`src/rtl/block_fetch_ctrl.sv`:
```
// rtl/block_fetch_ctrl.sv - search-block fetch sequencer, frame SRAM -> search-window buffer
// Optional BLOCK_FETCH_PERF_EN adds the stall_cnt output (ungranted ISSUE cycles).
module block_fetch_ctrl #(
  parameter int FRAME_W    = 64,
  parameter int FRAME_H    = 48,
  parameter int ADDR_W     = 12,
  parameter int DATA_W     = 8,
  parameter int WIN_DIM    = 12,
  parameter int WIN_ADDR_W = 8,
  localparam int ROW_W     = $clog2(FRAME_H),
  localparam int COL_W     = $clog2(FRAME_W),
  localparam int CNT_W     = $clog2(WIN_DIM + 1)
) (
  input  logic                  clk,
  input  logic                  rst_n,
  input  logic                  start,
  input  logic [ROW_W-1:0]      base_row,
  input  logic [COL_W-1:0]      base_col,
  input  logic [CNT_W-1:0]      size_row,
  input  logic [CNT_W-1:0]      size_col,
  input  logic [CNT_W-1:0]      pad_row,
  input  logic [CNT_W-1:0]      pad_col,
  output logic                  busy,
  output logic                  done,
  output logic                  err_ovf,
  output logic                  mem_req,
  output logic [ADDR_W-1:0]     mem_addr,
  input  logic                  mem_gnt,
  input  logic [DATA_W-1:0]     mem_rdata,
  output logic                  win_we,
  output logic [WIN_ADDR_W-1:0] win_addr,
  output logic [DATA_W-1:0]     win_wdata
`ifdef BLOCK_FETCH_PERF_EN
  ,
  output logic [15:0]           stall_cnt
`endif
);

  localparam logic [1:0] IDLE  = 2'd0;
  localparam logic [1:0] ISSUE = 2'd1;
  localparam logic [1:0] DRAIN = 2'd2;
  localparam logic [1:0] FIN   = 2'd3;

  logic [1:0]            state_q, state_d;
  logic [ROW_W-1:0]      base_row_q, base_row_d;
  logic [COL_W-1:0]      base_col_q, base_col_d;
  logic [CNT_W-1:0]      size_row_q, size_row_d;
  logic [CNT_W-1:0]      size_col_q, size_col_d;
  logic [CNT_W-1:0]      pad_row_q, pad_row_d;
  logic [CNT_W-1:0]      pad_col_q, pad_col_d;
  logic [CNT_W-1:0]      r_q, r_d;
  logic [CNT_W-1:0]      c_q, c_d;
  logic                  ovf_q, ovf_d;
  logic                  valid_q;
  logic [WIN_ADDR_W-1:0] waddr_q;

  logic                  beat;
  logic                  last_c;
  logic                  last_r;
  logic [CNT_W:0]        row_end;
  logic [CNT_W:0]        col_end;
  logic                  req_ovf;
  logic                  req_empty;
  logic [ADDR_W-1:0]     frame_row;
  logic [ADDR_W-1:0]     addr_c;
  logic [WIN_ADDR_W-1:0] waddr_c;

  assign mem_req = (state_q == ISSUE);
  assign beat    = mem_req && mem_gnt;
  assign last_c  = (c_q == size_col_q - CNT_W'(1));
  assign last_r  = (r_q == size_row_q - CNT_W'(1));

  // One extra bit so pad+size cannot wrap before the window-edge compare.
  assign row_end   = (CNT_W+1)'(pad_row) + (CNT_W+1)'(size_row);
  assign col_end   = (CNT_W+1)'(pad_col) + (CNT_W+1)'(size_col);
  assign req_ovf   = (row_end > (CNT_W+1)'(WIN_DIM)) || (col_end > (CNT_W+1)'(WIN_DIM));
  assign req_empty = (size_row == '0) || (size_col == '0);

  assign frame_row = ADDR_W'(base_row_q) + ADDR_W'(r_q);
  assign addr_c    = frame_row * ADDR_W'(FRAME_W) + ADDR_W'(base_col_q) + ADDR_W'(c_q);
  assign waddr_c   = (WIN_ADDR_W'(pad_row_q) + WIN_ADDR_W'(r_q)) * WIN_ADDR_W'(WIN_DIM)
                     + WIN_ADDR_W'(pad_col_q) + WIN_ADDR_W'(c_q);

  always_comb begin
    state_d    = state_q;
    base_row_d = base_row_q;
    base_col_d = base_col_q;
    size_row_d = size_row_q;
    size_col_d = size_col_q;
    pad_row_d  = pad_row_q;
    pad_col_d  = pad_col_q;
    r_d        = r_q;
    c_d        = c_q;
    ovf_d      = ovf_q;
    case (state_q)
      IDLE: begin
        if (start) begin
          base_row_d = base_row;
          base_col_d = base_col;
          size_row_d = size_row;
          size_col_d = size_col;
          pad_row_d  = pad_row;
          pad_col_d  = pad_col;
          r_d        = '0;
          c_d        = '0;
          ovf_d      = req_ovf;
          // Rejected requests still pass through DRAIN so done keeps the
          // size_row*size_col+2 timing even with zero beats.
          state_d    = (req_ovf || req_empty) ? DRAIN : ISSUE;
        end
      end
      ISSUE: begin
        if (mem_gnt) begin
          if (last_c) begin
            c_d = '0;
            if (last_r) begin
              state_d = DRAIN;
            end else begin
              r_d = r_q + CNT_W'(1);
            end
          end else begin
            c_d = c_q + CNT_W'(1);
          end
        end
      end
      DRAIN:   state_d = FIN;
      FIN:     state_d = IDLE;
      default: state_d = IDLE;
    endcase
  end

  always_ff @(posedge clk or negedge rst_n) begin
    if (!rst_n) begin
      state_q    <= IDLE;
      base_row_q <= '0;
      base_col_q <= '0;
      size_row_q <= '0;
      size_col_q <= '0;
      pad_row_q  <= '0;
      pad_col_q  <= '0;
      r_q        <= '0;
      c_q        <= '0;
      ovf_q      <= 1'b0;
      valid_q    <= 1'b0;
      waddr_q    <= '0;
    end else begin
      state_q    <= state_d;
      base_row_q <= base_row_d;
      base_col_q <= base_col_d;
      size_row_q <= size_row_d;
      size_col_q <= size_col_d;
      pad_row_q  <= pad_row_d;
      pad_col_q  <= pad_col_d;
      r_q        <= r_d;
      c_q        <= c_d;
      ovf_q      <= ovf_d;
      valid_q    <= beat;
      if (beat) begin
        waddr_q <= waddr_c;
      end
    end
  end

  assign busy      = (state_q != IDLE);
  assign done      = (state_q == FIN);
  assign err_ovf   = done && ovf_q;
  assign mem_addr  = mem_req ? addr_c : '0;
  assign win_we    = valid_q;
  assign win_addr  = valid_q ? waddr_q : '0;
  assign win_wdata = valid_q ? mem_rdata : '0;

`ifdef BLOCK_FETCH_PERF_EN
  logic [15:0] stall_q;

  always_ff @(posedge clk or negedge rst_n) begin
    if (!rst_n) begin
      stall_q <= '0;
    end else if ((state_q == IDLE) && start) begin
      stall_q <= '0;
    end else if (mem_req && !mem_gnt && (stall_q != 16'hFFFF)) begin
      stall_q <= stall_q + 16'd1;
    end
  end

  assign stall_cnt = stall_q;
`endif

endmodule

```
`config.mk`:
```
export PLATFORM = sky130hd
export DESIGN_NAME = block_fetch_ctrl
export DESIGN_NICKNAME = d
export VERILOG_FILES = /design/src/rtl/block_fetch_ctrl.sv
export SDC_FILE = /design/constraint.sdc
export NUM_CORES = 1
export LEC_CHECK = 0
export BUFFER_PORTS_ARGS = -buffer_cell sky130_fd_sc_hd__buf_2
export CAP_MARGIN = 20
export CORE_ASPECT_RATIO = 0.75
export CORE_MARGIN = 2
export CORE_UTILIZATION = 40
export DETAILED_ROUTE_END_ITERATION = 10
export SETUP_SLACK_MARGIN = 0.02
export SYNTH_ARGS = -nofsm -noshare
export SYNTH_HDL_FRONTEND = slang
export SYNTH_SLANG_ARGS = --single-unit
export TNS_END_PERCENT = 20
```
`constraint.sdc`:
```
create_clock -name clk -period 6.8 [get_ports clk]
set_input_delay 1.7 -clock clk [delete_from_list [all_inputs] [get_ports clk]]
set_output_delay 1.7 -clock clk [all_outputs]
set_load 0.02 [all_outputs]
```
==> results.tsv <==
metric	value	unit
status	finished clean	
reg2reg_depth	12	
end_kind	primary output	
synth_nets	460	
holdPathStages	2	
grt_pass1_vias	2609	
path_class	flip-flop to primary output	
yosysSeqAreaShare	32.3	%
power.density	467	nW/um^2
r2r_slack	3.40	ns
drc_errors	0	
netlist_area	3720	um^2
power_frac_seq	26.0	%
ctsResizeCount	0	
clk_path_buf_depth	2	
synth_common_cells	48 x dfrtp_1, 39 x ha_1, 34 x inv_1	
io_pins	73	
drt_iter0_drc	184	
avgRoutedWirePerCell	14.2	um
grt_start_max_net_pins	49	
yosysTopAreaCellShare	32.3	%
hold_path_class	flip-flop to flip-flop	
dp_hpwl	6370	um
clockPowerShare	13.3	%
ant_nets	0	
crit_arrival	2.76	ns
via_count	2910	
timing.rr.start	r_q[0]	
combinationalPowerShare	60.7	%
max_freq	224	MHz
drive_gt1_share	27.4	%
p_int	1.15	mW
worst_slew_pin_slew	0.651	ns
start_util	41.1	%
fp.dieW	115	um
p_total	2.05	mW
fin_worst_skew	0.00648	ns
synth_cell_type_count	56	
cts_buffers	5	
areaGrowthSynthToFinish	17.8	%
p_sw	898	uW
crit_fanout	8	
grt_antenna_before_repair	0	
setup-violations-final	0	
place.gp.congestion	0.849	
hold_end	waddr_q[5]	
rsz0062_at_grt	no	
yosys-top-cells-area	dfrtp_1 32%, ha_1 13%, mux2_2 8.8%	
placement.io_buffers	72	
syn_avg_cell_area	10.0	um^2
synth_flop_cell	dfrtp_1	
post-route-min-period	4.46	ns
ys_async_sr_fraction	100	%
critPathLaunchType	flip-flop	
tns	0	ns
reg2reg_to	waddr_q[7]	
required	5.10	ns
grt_overflow_total	0	
n_antenna_cell	0	
ir_drop	182	uV
hold_violations	0	
hold_ws	0.475	ns
drv_cap	0	
clockRootBuffer	clkbuf_16	
wl	8140	um
htree_num_levels	2	
yosysMostFrequentCell	dfrtp_1	
dieHeight	87.5	um
swShare	43.9	%
firstDrtPassIters	4	
clock_latency	0.29	ns
rows	30	
holdBufCountCts	0	
max_slew_margin	56.6	%
p_leak	2.19	nW
cts_tree	built	
yosysTopAreaCell	dfrtp_1	
clock-sinks	48	
viasPerCell	5.08	
die_area	10100	um^2
synthCells	372	
period_share	65.6	%
final_max_slew_viol_count	0	
synth-warning-count	0	
synth_seq_cells	48	
synth_edf_count	0	
fin_nets	534	
min-delay-start	waddr_q[5]	
postCtsSetupBuffers	0	
grt_pass1_wl	13100	um
fp.coreArea	9050	um^2
gr-usage-all-layers	17.0	%
clk_pin_slew_worst_paths	0.06	ns
## cell families after synthesis
family,after synthesis,synth area share (%)
DFF,48,32.3
adders and majority gates,48,18.0
buffers and inverters,42,4.44
xor gates and xnor gates,23,6.05
AOI/OAI and AO/OA,77,13.8
and+or+nand+nor,102,15.9
muxes,32,9.59
## critical path, cell delays in order (launching register included)
cell,delay [ns]
dfrtp_1,0.48
ha_1,0.26
fa_1,0.52
nand4_1,0.12
or2_2,0.34
nor4b_1,0.37
mux2i_1,0.21
buf_2,0.17
## stage by stage
stage	cell area (um^2)	utilization, %	worst slack [ns]	cells
CTS	4380	48.4	2.31	573
global route	4380	48.4	2.17	573
global placement	4230	46.7	2.68	567
detailed placement	4230	46.7	2.64	567
finish	4380	48.4	2.34	573
floorplan	3720	-	2.69	372
## cell type report
| cell class | instances | area [um^2] |
|---|---|---|
| fillers | 868 | 4670 |
| multi-input cells | 282 | 2350 |
| flip-flops and latches | 48 | 1200 |
| repair buffers | 75 | 383 |
| well taps | 128 | 160 |
| inverters | 34 | 128 |
| clock buffers | 5 | 125 |
| clock inverters | 1 | 30.0 |
## routing by layer
| layer | GRT usage (%) | up-vias | routed length (um) |
|---|---|---|---|
| li1 | - | 1468 | - |
| met1 | 25.9 | 1373 | 4330 |
| met2 | 24.1 | 62 | 3300 |
| met3 | 3.90 | 7 | 420 |
| met4 | 4.27 | 0 | 83 |
| met5 | 0 | - | 0 |
## power by group through the flow
stage	combinational (mW)	sequential, mW	clock (mW)
2_1_floorplan	1.01	0.501	0
3_3_place_gp	1.23	0.531	0
3_5_place_dp	1.24	0.536	0
4_1_cts	1.25	0.531	0.281
5_1_grt	1.43	0.551	0.293
6_report	1.24	0.531	0.272
## state kept, by name, indices dropped and copies added, names as in the netlist
| register | flops |
|---|---|
| base_col_q | 6 |
| base_row_q | 6 |
| c_q | 4 |
| ovf_q | 1 |
| pad_col_q | 4 |
| pad_row_q | 4 |
| r_q | 4 |
| size_col_q | 4 |
| size_row_q | 4 |
| state_q | 2 |
| waddr_q | 8 |
| win_we | 1 |
## how the worst max path moves through the flow
stage	startpoint	endpoint	slack, ns
4_1_cts	r_q[0]	mem_addr[11]	2.31
5_1_grt	r_q[0]	mem_addr[11]	2.17
3_3_place_gp	r_q[0]	mem_addr[11]	2.68
3_5_place_dp	r_q[0]	mem_addr[11]	2.64
2_1_floorplan	r_q[0]	mem_addr[11]	2.69
6_report	r_q[0]	mem_addr[11]	2.34
## placed cells by master (no fill, tap or decap), types with 2 or more instances in the layout
| master | n |
|---|---|
| inv_1 | 34 |
| xnor2_1 | 16 |
| fa_1 | 9 |
| nand2b_1 | 5 |
| a31oi_1 | 2 |
| mux2i_1 | 3 |
| a21o_1 | 9 |
| nor4b_1 | 2 |
| xor2_1 | 5 |
| o211a_1 | 2 |
| nor3_1 | 7 |
| o21bai_1 | 4 |
| buf_2 | 72 |
| o21ai_0 | 20 |
| o21a_1 | 4 |
| or3_1 | 6 |
| and3_1 | 2 |
| mux2_2 | 29 |
| a211oi_1 | 5 |
| nor2b_1 | 6 |
| a221o_1 | 2 |
| ha_1 | 39 |
| or4_1 | 2 |
| buf_4 | 3 |
| and2_1 | 20 |
| a21oi_1 | 16 |
| nand3_1 | 7 |
| clkbuf_16 | 5 |
| nand4_1 | 4 |
| nor2_1 | 10 |
| nand2_1 | 21 |
| dfrtp_1 | 48 |
(Power assumes the default switching activity.)
